**config.mk**
```make
export PLATFORM = sky130hd
export DESIGN_NAME = wbc2axil_master
export DESIGN_NICKNAME = d
export VERILOG_FILES = /design/src/rtl/wbc2axil_pkg.sv /design/src/rtl/wbc2axil_master.sv
export SDC_FILE = /design/constraint.sdc
export NUM_CORES = 1
export LEC_CHECK = 0
export CAP_MARGIN = 20
export CORE_AREA = 5 5 126 116
export CTS_BUF_LIST = sky130_fd_sc_hd__clkbuf_4 sky130_fd_sc_hd__clkbuf_8 sky130_fd_sc_hd__clkbuf_16
export DETAILED_ROUTE_END_ITERATION = 10
export DIE_AREA = 0 0 131 121
export MAX_ROUTING_LAYER = met4
export PLACE_DENSITY = 0.75
export SETUP_SLACK_MARGIN = 0.02
export SKIP_CTS_REPAIR_TIMING = 1
export SLEW_MARGIN = 5
export SYNTH_ARGS = -nofsm -noshare
export SYNTH_HDL_FRONTEND = slang
export SYNTH_SLANG_ARGS = --single-unit
```
**constraint.sdc**
```tcl
create_clock -name i_clk -period 2 [get_ports i_clk]
set_input_delay 0.4 -clock i_clk [delete_from_list [all_inputs] [get_ports i_clk]]
set_output_delay 0.4 -clock i_clk [all_outputs]
set_load 0.01 [all_outputs]
```
**src/rtl/wbc2axil_pkg.sv**
```systemverilog
// Shared state encoding and AXI constants for the
// Wishbone-classic to AXI4-Lite master bridge.
package wbc2axil_pkg;

    typedef enum logic [2:0] {
        IDLE,
        WR,
        WRESP,
        RD_A,
        RD_R,
        ACK,
        DRAIN
    } state_t;

    localparam logic [1:0] RESP_OKAY   = 2'b00;
    localparam logic [1:0] RESP_EXOKAY = 2'b01;
    localparam logic [1:0] RESP_SLVERR = 2'b10;
    localparam logic [1:0] RESP_DECERR = 2'b11;

    localparam logic [2:0] PROT_DEFAULT = 3'b000;

    function automatic logic resp_is_err(input logic [1:0] resp);
        logic e;
        e = 1'b0;
        unique case (resp)
            RESP_OKAY, RESP_EXOKAY:   e = 1'b0;
            RESP_SLVERR, RESP_DECERR: e = 1'b1;
            default:                  e = 1'b0;
        endcase
        return e;
    endfunction

endpackage

```
**src/rtl/wbc2axil_master.sv**
```systemverilog
// Wishbone classic slave to AXI4-Lite master, one transaction at a time.
// Define WBC2AXIL_ERR_EN to map SLVERR/DECERR responses onto o_wb_err.
module wbc2axil_master
    import wbc2axil_pkg::*;
#(
    parameter int AW = 30,
    parameter int DW = 32
) (
    input  logic            i_clk,
    input  logic            i_reset,
    input  logic            i_wb_cyc,
    input  logic            i_wb_stb,
    input  logic            i_wb_we,
    input  logic [AW-1:0]   i_wb_addr,
    input  logic [DW-1:0]   i_wb_data,
    input  logic [DW/8-1:0] i_wb_sel,
    output logic            o_wb_ack,
    output logic            o_wb_err,
    output logic [DW-1:0]   o_wb_data,
    output logic            o_axi_awvalid,
    input  logic            i_axi_awready,
    output logic [AW+1:0]   o_axi_awaddr,
    output logic [2:0]      o_axi_awprot,
    output logic            o_axi_wvalid,
    input  logic            i_axi_wready,
    output logic [DW-1:0]   o_axi_wdata,
    output logic [DW/8-1:0] o_axi_wstrb,
    input  logic            i_axi_bvalid,
    output logic            o_axi_bready,
    input  logic [1:0]      i_axi_bresp,
    output logic            o_axi_arvalid,
    input  logic            i_axi_arready,
    output logic [AW+1:0]   o_axi_araddr,
    output logic [2:0]      o_axi_arprot,
    input  logic            i_axi_rvalid,
    output logic            o_axi_rready,
    input  logic [DW-1:0]   i_axi_rdata,
    input  logic [1:0]      i_axi_rresp
);

`ifdef WBC2AXIL_ERR_EN
    localparam bit ERR_EN = 1'b1;
`else
    localparam bit ERR_EN = 1'b0;
`endif

    generate
        if (DW != 32) begin : g_dw_check
            $error("wbc2axil_master: only DW=32 is supported");
        end
    endgenerate

    state_t          state;
    logic            we;
    logic [AW+1:0]   addr;
    logic [DW-1:0]   wdata;
    logic [DW/8-1:0] wstrb;
    logic            awvalid;
    logic            wvalid;
    logic            bready;
    logic            arvalid;
    logic            rready;
    logic            ack;
    logic            err;

    logic aw_done;
    logic w_done;
    logic ar_done;
    logic b_fire;
    logic r_fire;
    logic b_fail;
    logic r_fail;

    // Channel completion and response classification for this cycle
    always_comb begin
        aw_done = !awvalid || i_axi_awready;
        w_done  = !wvalid || i_axi_wready;
        ar_done = !arvalid || i_axi_arready;
        b_fire  = bready && i_axi_bvalid;
        r_fire  = rready && i_axi_rvalid;
        b_fail  = ERR_EN && resp_is_err(i_axi_bresp);
        r_fail  = ERR_EN && resp_is_err(i_axi_rresp);
    end

    // Transaction FSM with registered AXI valids/readies and Wishbone reply
    always_ff @(posedge i_clk) begin
        if (i_reset) begin
            state     <= IDLE;
            we        <= 1'b0;
            addr      <= '0;
            wdata     <= '0;
            wstrb     <= '0;
            awvalid   <= 1'b0;
            wvalid    <= 1'b0;
            bready    <= 1'b0;
            arvalid   <= 1'b0;
            rready    <= 1'b0;
            ack       <= 1'b0;
            err       <= 1'b0;
            o_wb_data <= '0;
        end else begin
            ack <= 1'b0;
            err <= 1'b0;
            if (awvalid && i_axi_awready) awvalid <= 1'b0;
            if (wvalid && i_axi_wready)   wvalid  <= 1'b0;
            if (arvalid && i_axi_arready) arvalid <= 1'b0;
            if (r_fire)                   o_wb_data <= i_axi_rdata;
            unique case (state)
                IDLE: begin
                    if (i_wb_cyc && i_wb_stb) begin
                        we    <= i_wb_we;
                        addr  <= {i_wb_addr, 2'b00};
                        wdata <= i_wb_data;
                        wstrb <= i_wb_sel;
                        if (i_wb_we) begin
                            awvalid <= 1'b1;
                            wvalid  <= 1'b1;
                            state   <= WR;
                        end else begin
                            arvalid <= 1'b1;
                            state   <= RD_A;
                        end
                    end
                end
                WR: begin
                    if (aw_done && w_done) begin
                        bready <= 1'b1;
                        state  <= i_wb_cyc ? WRESP : DRAIN;
                    end else if (!i_wb_cyc) begin
                        state <= DRAIN;
                    end
                end
                WRESP: begin
                    if (b_fire) begin
                        bready <= 1'b0;
                        ack    <= i_wb_cyc && !b_fail;
                        err    <= i_wb_cyc && b_fail;
                        state  <= i_wb_cyc ? ACK : IDLE;
                    end else if (!i_wb_cyc) begin
                        state <= DRAIN;
                    end
                end
                RD_A: begin
                    if (i_axi_arready) begin
                        rready <= 1'b1;
                        state  <= i_wb_cyc ? RD_R : DRAIN;
                    end else if (!i_wb_cyc) begin
                        state <= DRAIN;
                    end
                end
                RD_R: begin
                    if (r_fire) begin
                        rready <= 1'b0;
                        ack    <= i_wb_cyc && !r_fail;
                        err    <= i_wb_cyc && r_fail;
                        state  <= i_wb_cyc ? ACK : IDLE;
                    end else if (!i_wb_cyc) begin
                        state <= DRAIN;
                    end
                end
                ACK: begin
                    state <= IDLE;
                end
                DRAIN: begin
                    // Abandoned by the master: finish the AXI side silently
                    if (we) begin
                        if (b_fire) begin
                            bready <= 1'b0;
                            state  <= IDLE;
                        end else if (!bready && aw_done && w_done) begin
                            bready <= 1'b1;
                        end
                    end else begin
                        if (r_fire) begin
                            rready <= 1'b0;
                            state  <= IDLE;
                        end else if (!rready && ar_done) begin
                            rready <= 1'b1;
                        end
                    end
                end
                default: state <= IDLE;
            endcase
        end
    end

    assign o_wb_ack      = ack;
    assign o_wb_err      = err;
    assign o_axi_awvalid = awvalid;
    assign o_axi_awaddr  = addr;
    assign o_axi_awprot  = PROT_DEFAULT;
    assign o_axi_wvalid  = wvalid;
    assign o_axi_wdata   = wdata;
    assign o_axi_wstrb   = wstrb;
    assign o_axi_bready  = bready;
    assign o_axi_arvalid = arvalid;
    assign o_axi_araddr  = addr;
    assign o_axi_arprot  = PROT_DEFAULT;
    assign o_axi_rready  = rready;

endmodule

```
==> results.json, run 1 <==
{
  "arrival_ps": 1420,
  "drt_wl_total_um": 13200,
  "track_usage_pct": 16.3,
  "ir_worst_vdd_mv": 0.549,
  "power.leakage_nw": 2.42,
  "cp_max_fo": 9,
  "io-pin-count": 257,
  "ant_nets": 0,
  "drive_gt1_share_pct": 4.90,
  "synth_area_leaders": "dfxtp_1, nand2_1, a21oi_1, buf_4, clkbuf_1",
  "synth-seq-area-share_pct": 50.7,
  "route.detailed.drc": 0,
  "ff2ff_path_depth": 4,
  "synth-edff-count": 0,
  "end_kind": "output pin",
  "grt_max_degree": 44,
  "finalCriticalPeriod_ps": 1820,
  "worst_path_largest_cell_delay_ps": 610,
  "multi_input_area_sq_mm": 0.00167,
  "setup_viol": 0,
  "finish.utilization_pct": 53.0,
  "min_path_cells": 2,
  "period_share_pct": 90.9,
  "stdcell_count": 923,
  "rsz0062_at_grt": "false",
  "wire_per_inst_um": 14.3,
  "synth_cell_types": 33,
  "synthArstFlopShare_pct": 0,
  "htreeDepth": 3,
  "vias_per_cell": 4.54,
  "cts_buffers": 9,
  "p_clk_share_pct": 26.0,
  "drv_slew": 0,
  "p_int_w": 0.00452,
  "power_switching_w": 0.00195,
  "cp.required_ps": 1600,
  "crit_path_cell_trace": "clkdlybuf4s50_1",
  "place_congestion": 0.863,
  "coreArea_sq_mm": 0.0131,
  "hold_slack_ps": 452,
  "die_area_sq_mm": 0.0159,
  "final_hold_viol_count": 0,
  "yosysWarnings": 0,
  "area_delta_synth_final_pct": 62.9,
  "path_clk_slew_ps": 60,
  "synth_top_flop_cell": "dfxtp_1",
  "synth_area_sq_mm": 0.00426,
  "synth_most_common_cell": "nand2_1",
  "cap_viol_max_count": 0,
  "nNetsFinal": 863,
  "cp_slowest_cell": "clkdlybuf4s50_1",
  "numClockSinks": 108,
  "overflow": 0,
  "status": "complete, no violations",
  "drt_iter0_markers": 221,
  "n_antenna_cell": 0,
  "power_frac_seq_pct": 40.4,
  "cts_buffer_depth": 2,
  "grt_pass1_vias": 3923,
  "placed_cells": 908,
  "row_count": 40,
  "comb_power_share_pct": 33.6,
  "io_buffer_count": 241,
  "synthCells": 552,
  "swShare_pct": 30.1,
  "die_h_um": 121,
  "powerDensity_mw_per_mm2": 931,
  "firstDrtPassIters": 4,
  "n_fill_cell": 1311,
  "cp_num_buf_inv": 1,
  "die_width_um": 131,
  "fmax_mhz": 550,
  "synth_commonest_cells": "nand2_1, dfxtp_1, a21oi_1",
  "via_count": 4188,
  "synth.largest_area_cell": "dfxtp_1",
  "cts_tree": "yes",
  "hpwl_um": 9740,
  "grt_pass1_wl_um": 19800,
  "hold_class": "reg -> reg",
  "setup_ws_ps": 181,
  "start_util_pct": 32.5,
  "ctsRootBufferMaster": "clkbuf_16",
  "worstSkewPairLatency_ps": 340,
  "finalClockSkew_ps": 5.42,
  "stdcell_area_sq_mm": 0.00695,
  "synth.avg_cell_area_sq_um": 7.72,
  "critPathKind": "reg -> out",
  "cp.depth": 1,
  "start_kind": "flop",
  "yosysTopAreaCellShare_pct": 50.7,
  "synth-seq-cells": 108,
  "path_delay_family": "buffers and inverters",
  "pre_cts_ws_ps": -136,
  "dpl-instance-area_sq_mm": 0.00667,
  "seq_area_sq_mm": 0.00216,
  "antenna_found_initial": 0
}
[area by class of cell]
cell class	instances	share of cell area, %
Clock buffer	13	3.85
Clock inverter	2	0.144
Inverter	3	0.162
Multi-Input combinational cell	371	24.1
Sequential cell	108	31.1
Tap cell	168	3.03
Timing Repair Buffer	258	37.6
[kinds of logic (layout without fill, tap and decap cells)]
family,Yosys count,after routing,synth area share (%)
compound gates,126,126,16.1
simple gates,234,234,22.1
buf+inv,83,276,11.1
other cells,1,11,0.0879
flops,108,108,50.7
[power groups by stage]
stage	combinational [W]	clock [W]	sequential, W
after floorplan	0.000993	0	0.00276
after global placement	0.00218	0	0.00265
after detailed placement	0.00219	0	0.00267
after CTS	0.00220	0.00175	0.00262
after global routing	0.00237	0.00185	0.00265
final	0.00218	0.00168	0.00262
[layer usage]
| layer | routed length [um] | track usage (%) |
|---|---|---|
| met5 | 0 | - |
| met4 | 207 | 4.95 |
| met3 | 1150 | 5.15 |
| met2 | 6450 | 26.7 |
| met1 | 5360 | 19.0 |
[path summary, 6_finish.rpt]
check	start	end	slack [ps]
worst max register to register	state[0]	o_axi_araddr[26]	380
worst min-delay path	o_axi_wdata[9]	o_axi_wdata[9]	450
worst max-delay path	o_axi_rready	o_axi_rready	180
worst min register to register	o_axi_wdata[9]	o_axi_wdata[9]	450
[metrics by stage]
stage	setup TNS, ps	total power, W
finish	0	0.00647
global route	0	0.00687
CTS	0	0.00657
detailed placement	-6090	0.00486
global placement	-5430	0.00483
floorplan	0	0.00375
[cell usage in the layout, fill, tap and decap left out, types with 2 or more instances in the layout]
cell type	n
nor2_1	4
nand2_1	205
o21ai_0	4
nand3_1	4
clkbuf_8	2
clkbuf_4	2
clkinv_2	2
clkdlybuf4s50_1	240
buf_4	12
o22ai_1	4
a21o_1	2
a221oi_1	2
buf_12	6
nand2b_1	8
a21oi_1	102
a31oi_1	3
inv_1	3
dfxtp_1	108
clkbuf_16	9
conb_1	11
nor2b_1	5
[flip-flops by register name, indices dropped and copies added, names as in the netlist, 3 cells and up]
| signal | cells |
|---|---|
| o_wb_data | 32 |
| o_axi_araddr | 30 |
| state | 3 |
| o_axi_wstrb | 4 |
| o_axi_wdata | 32 |
Note: power is estimated with default switching activity, not from simulation.
==> inputs of run 2 (changes only) <==
DONT_BUFFER_PORTS = 1   (was default)
PLACE_DENSITY = 0.49   (was 0.75)
clock period = 1.91 ns   (was 2 ns; I/O delays follow)
==> run 2 against run 1 <==
Cell count down 27%. Register-to-register slack got worse by 120 ps. Non-clock buffer count is 247 lower. Routed wire length shrank 17%. Combinational power decreased by 51%. Setup slack gained 81 ps. Count of clock-buffer cells in the layout shrank 1. Largest power group unchanged.
==> results.json, run 2 (synthesized netlist as in run 1, its figures left out) <==
{
  "fin_tns_setup_ps": 0,
  "coreArea_sq_mm": 0.0131,
  "cts_buffers": 9,
  "grt_util_met1_pct": 14.6,
  "die_area_sq_mm": 0.0159,
  "io-pin-count": 257,
  "cap_viol_max_count": 0,
  "drive_gt1_share_pct": 6.09,
  "place_congestion": 0.793,
  "area_delta_synth_final_pct": 3.93,
  "track_usage_pct": 13.4,
  "cts_tree": "yes",
  "finalCriticalPeriod_ps": 1650,
  "fmax_mhz": 607,
  "n_antenna_cell": 0,
  "final_hold_viol_count": 0,
  "stdcell_count": 677,
  "period_share_pct": 86.3,
  "use_met3_pct": 6.56,
  "row_count": 40,
  "layout_commonest_cell": "nand2_1",
  "power.total_w": 0.00578,
  "layout_common_cells": "nand2_1, dfxtp_1, a21oi_1",
  "end_kind": "flop",
  "gr-max-usage-layer": "met2",
  "via_count": 3347,
  "hold_slack_ps": 105,
  "worst_path_largest_cell_delay_ps": 690,
  "ctsRootBufferMaster": "clkbuf_16",
  "met2_usage_pct": 21.1,
  "path_delay_family": "simple AND/OR/NAND/NOR gates",
  "finalClockSkew_ps": 4.76,
  "cp_max_fo": 36,
  "grt_pass1_vias": 3074,
  "htreeDepth": 3,
  "route.detailed.drc": 0,
  "cp_slowest_cell": "or4_2",
  "start_util_pct": 32.5,
  "numClockSinks": 108,
  "rsz0062_at_grt": "false",
  "hold_class": "in -> reg",
  "worstSkewPairLatency_ps": 340,
  "vias_per_cell": 4.94,
  "start_kind": "flop",
  "die_h_um": 121,
  "wire_per_inst_um": 16.2,
  "crit_path_cell_trace": "or4_2 > buf_4 > nand2_1 > a21oi_1",
  "drt_iter0_markers": 128,
  "hpwl_um": 7870,
  "critPathKind": "reg -> reg",
  "power.leakage_nw": 1.48,
  "ant_nets": 0,
  "grt_max_degree": 109,
  "die_width_um": 131,
  "drt_wl_total_um": 10900,
  "setup_viol": 0,
  "antenna_found_initial": 0,
  "status": "complete, no violations",
  "overflow": 0,
  "grt_pass1_wl_um": 15900,
  "powerDensity_mw_per_mm2": 1300,
  "ir_worst_vdd_mv": 0.578,
  "nNetsFinal": 616,
  "firstDrtPassIters": 5,
  "io_buffer_count": 0,
  "arrival_ps": 1880,
  "cp.required_ps": 2140,
  "path_clk_slew_ps": 70,
  "placed_cells": 661,
  "cp_num_buf_inv": 1,
  "cts_buffer_depth": 2,
  "drv_slew": 0
}
## run 2: final timing paths
check             startpoint          endpoint  slack, ps  depth (start not counted)
max                 state[2]  o_axi_araddr[15]        260                          4
min                  i_reset   o_axi_wdata[13]        110                          1
max reg2reg         state[2]  o_axi_araddr[15]        260                          4
min reg2reg  o_axi_wdata[16]   o_axi_wdata[16]        500                          2
## run 2: final cells by class
class | instances | area [sq um]
clock buffers | 12 | 254
clock inverters | 4 | 25.0
fillers | 1399 | 8680
inverters | 3 | 11.3
multi-input cells | 371 | 1670
flip-flops and latches | 108 | 2160
well taps | 168 | 210
repair buffers | 11 | 95.1
## run 2: metrics by stage
| step | area [sq um] | utilization [%] | setup slack [ps] |
|---|---|---|---|
| after floorplan | 4300 | - | 335 |
| after global placement | 4150 | 31.7 | 242 |
| after detailed placement | 4150 | 31.7 | 235 |
| after CTS | 4430 | 33.8 | 241 |
| after global routing | 4430 | 33.8 | 166 |
| final | 4430 | 33.8 | 262 |
## run 2: layer usage
metal | share of wire (%) | routed length [um]
met2 | 47 | 5190
met4 | 2.2 | 236
met1 | 39 | 4260
met3 | 12 | 1260
met5 | 0 | 0
## run 2: power by group
| group | internal, W | switching, W | leakage, nW |
|---|---|---|---|
| Clock | 0.000945 | 0.000799 | 0.135 |
| Sequential | 0.00255 | 0.000423 | 0.877 |
| Combinational | 0.000412 | 0.000648 | 0.471 |
==> inputs of run 3 (changes only) <==
PLACE_DENSITY = 0.51   (was 0.49)
clock period = 1.4 ns   (was 1.91 ns; I/O delays follow)
==> run 3 against run 2 <==
The run now ends with hold timing, setup timing left. Power grew 54%. Register-to-register slack worse by 310 ps. Global-route usage rose by 0.46 points. Via count increased by 6.2%. Sequential power rose by 36%. Setup slack worse by 310 ps. Routed wire length rose by 16%. Cell count rose by 2.8%. Clock skew about the same. First-iteration DRC count shrank 2.3%. Critical path type unchanged.
==> results.json, run 3 (synthesized netlist as in run 1, its figures left out) <==
{
  "cp.required_ps": 1680,
  "grt_max_degree": 109,
  "finish.utilization_pct": 39.0,
  "grt_pass1_vias": 3204,
  "violations": "hold timing, setup timing",
  "numClockSinks": 108,
  "drt_iter0_markers": 125,
  "end_kind": "flop",
  "cp-startpoint": "state[1]",
  "ctsRootBufferMaster": "clkbuf_16",
  "min_path_cells": 1,
  "row_count": 40,
  "crit_path_cell_trace": "buf_8 > nor4_4 > buf_4 > buf_8 > buf_8 > nand2_1 > a21oi_1",
  "io-pin-count": 257,
  "power.leakage_nw": 1.78,
  "start_kind": "flop",
  "nNetsFinal": 635,
  "status": "complete, but fails checks",
  "stdcell_area_sq_mm": 0.00512,
  "cts_buffer_depth": 2,
  "cp_max_fo": 7,
  "power.total_w": 0.00892,
  "critPathKind": "reg -> reg",
  "cp_num_buf_inv": 4,
  "io_buffer_count": 0,
  "arrival_ps": 1730,
  "cts_tree": "yes",
  "layout_commonest_cell": "nand2_1",
  "setup_viol": 39,
  "layout_common_cells": "nand2_1, dfxtp_1, a21oi_1",
  "path_delay_family": "buffers and inverters",
  "start_util_pct": 32.5,
  "path_clk_slew_ps": 70,
  "cp.depth": 7,
  "worstSkewPairLatency_ps": 350,
  "cts_buffers": 9,
  "drive_gt1_share_pct": 25.2,
  "antenna_found_initial": 0,
  "ff2ff_path_depth": 7,
  "r2r_slack_ps": -50,
  "rsz0062_at_grt": "true",
  "final_hold_viol_count": 9,
  "cp_slowest_cell": "dfxtp_2",
  "route.detailed.drc": 0,
  "finalClockSkew_ps": 4.91,
  "firstDrtPassIters": 4,
  "track_usage_pct": 13.8,
  "ir_worst_vdd_mv": 1.01,
  "n_antenna_cell": 0,
  "ant_nets": 0,
  "hold_class": "in -> reg",
  "crit_top_cell": "buf_8",
  "die_width_um": 131,
  "endpoint": "o_axi_araddr[17]",
  "reg2reg_from": "state[1]",
  "drt_wl_total_um": 12700,
  "powerDensity_mw_per_mm2": 1740,
  "fmax_mhz": 690,
  "finalCriticalPeriod_ps": 1450,
  "drv_slew": 0,
  "place_congestion": 0.780,
  "hpwl_um": 7870,
  "overflow": 0,
  "worst_path_largest_cell_delay_ps": 330,
  "reg2reg_to": "o_axi_araddr[17]",
  "grt_pass1_wl_um": 16600,
  "wire_per_inst_um": 18.2,
  "hold_slack_ps": -5.28,
  "coreArea_sq_mm": 0.0131,
  "htreeDepth": 3,
  "die_h_um": 121,
  "fin_tns_setup_ps": -714,
  "via_count": 3554,
  "period_share_pct": 104,
  "die_area_sq_mm": 0.0159,
  "cap_viol_max_count": 0,
  "dpl-instance-area_sq_mm": 0.00420,
  "vias_per_cell": 5.11,
  "area_delta_synth_final_pct": 20.1,
  "setup_ws_ps": -49.9
}
-- run 3: cell types whose count changed in the layout (fill, tap and decap cells not counted), moves of 2 or more --
cell       change
buf_12         +5
dfxtp_1        -4
buf_6          +7
buf_8          +3
dfxtp_2        +4
a21oi_1       -41
nand2_1       -34
clkbuf_16      +5
a21oi_2       +41
nand2_2       +21
clkbuf_4       -2
nand2_4       +13
-- run 3: through the flow --
stage	setup WS, ps	cells
2_1_floorplan	-65.9	562
3_3_place_gp	-167	664
3_5_place_dp	-184	664
4_1_cts	-214	680
5_1_grt	-98.7	696
6_report	-49.9	696
-- run 3: routing by layer --
metal  global-route usage, %  share of wire, %
met1                    15.4                39
met3                    6.43                10
met4                    4.24               1.1
met5                       -                 0
met2                    22.0                50
-- run 3: final cells by class --
class,count,area (sq um)
inverter,3,11.3
sequential,108,2170
fill,1361,7990
clock buffer,11,253
multi-input combinational,371,2010
clock inverter,5,35.0
timing repair buffer,30,437
tap,168,210
-- run 3: power by group --
part	leakage, nW	switching (W)	internal [W]
Sequential	0.878	0.000561	0.00349
Combinational	0.758	0.00130	0.00113
Clock	0.142	0.00113	0.00131
-- run 3: worst min-delay path by stage --
stage | startpoint | end | slack, ps
2_1_floorplan | i_wb_data[0] | o_axi_wdata[0] | 420
3_3_place_gp | i_reset | o_axi_wdata[8] | 360
6_report | i_reset | o_axi_wdata[11] | -5
3_5_place_dp | i_reset | o_axi_wdata[2] | 360
4_1_cts | i_reset | o_axi_wdata[8] | -20
5_1_grt | i_reset | o_axi_wdata[1] | -40
-- run 3: worst reg2reg max path, delay by kind of cell (launching register included) --
kind,cells,cell delay [ps]
compound gates,1,120
buf+inv,4,570
flops,1,330
simple gates,2,350
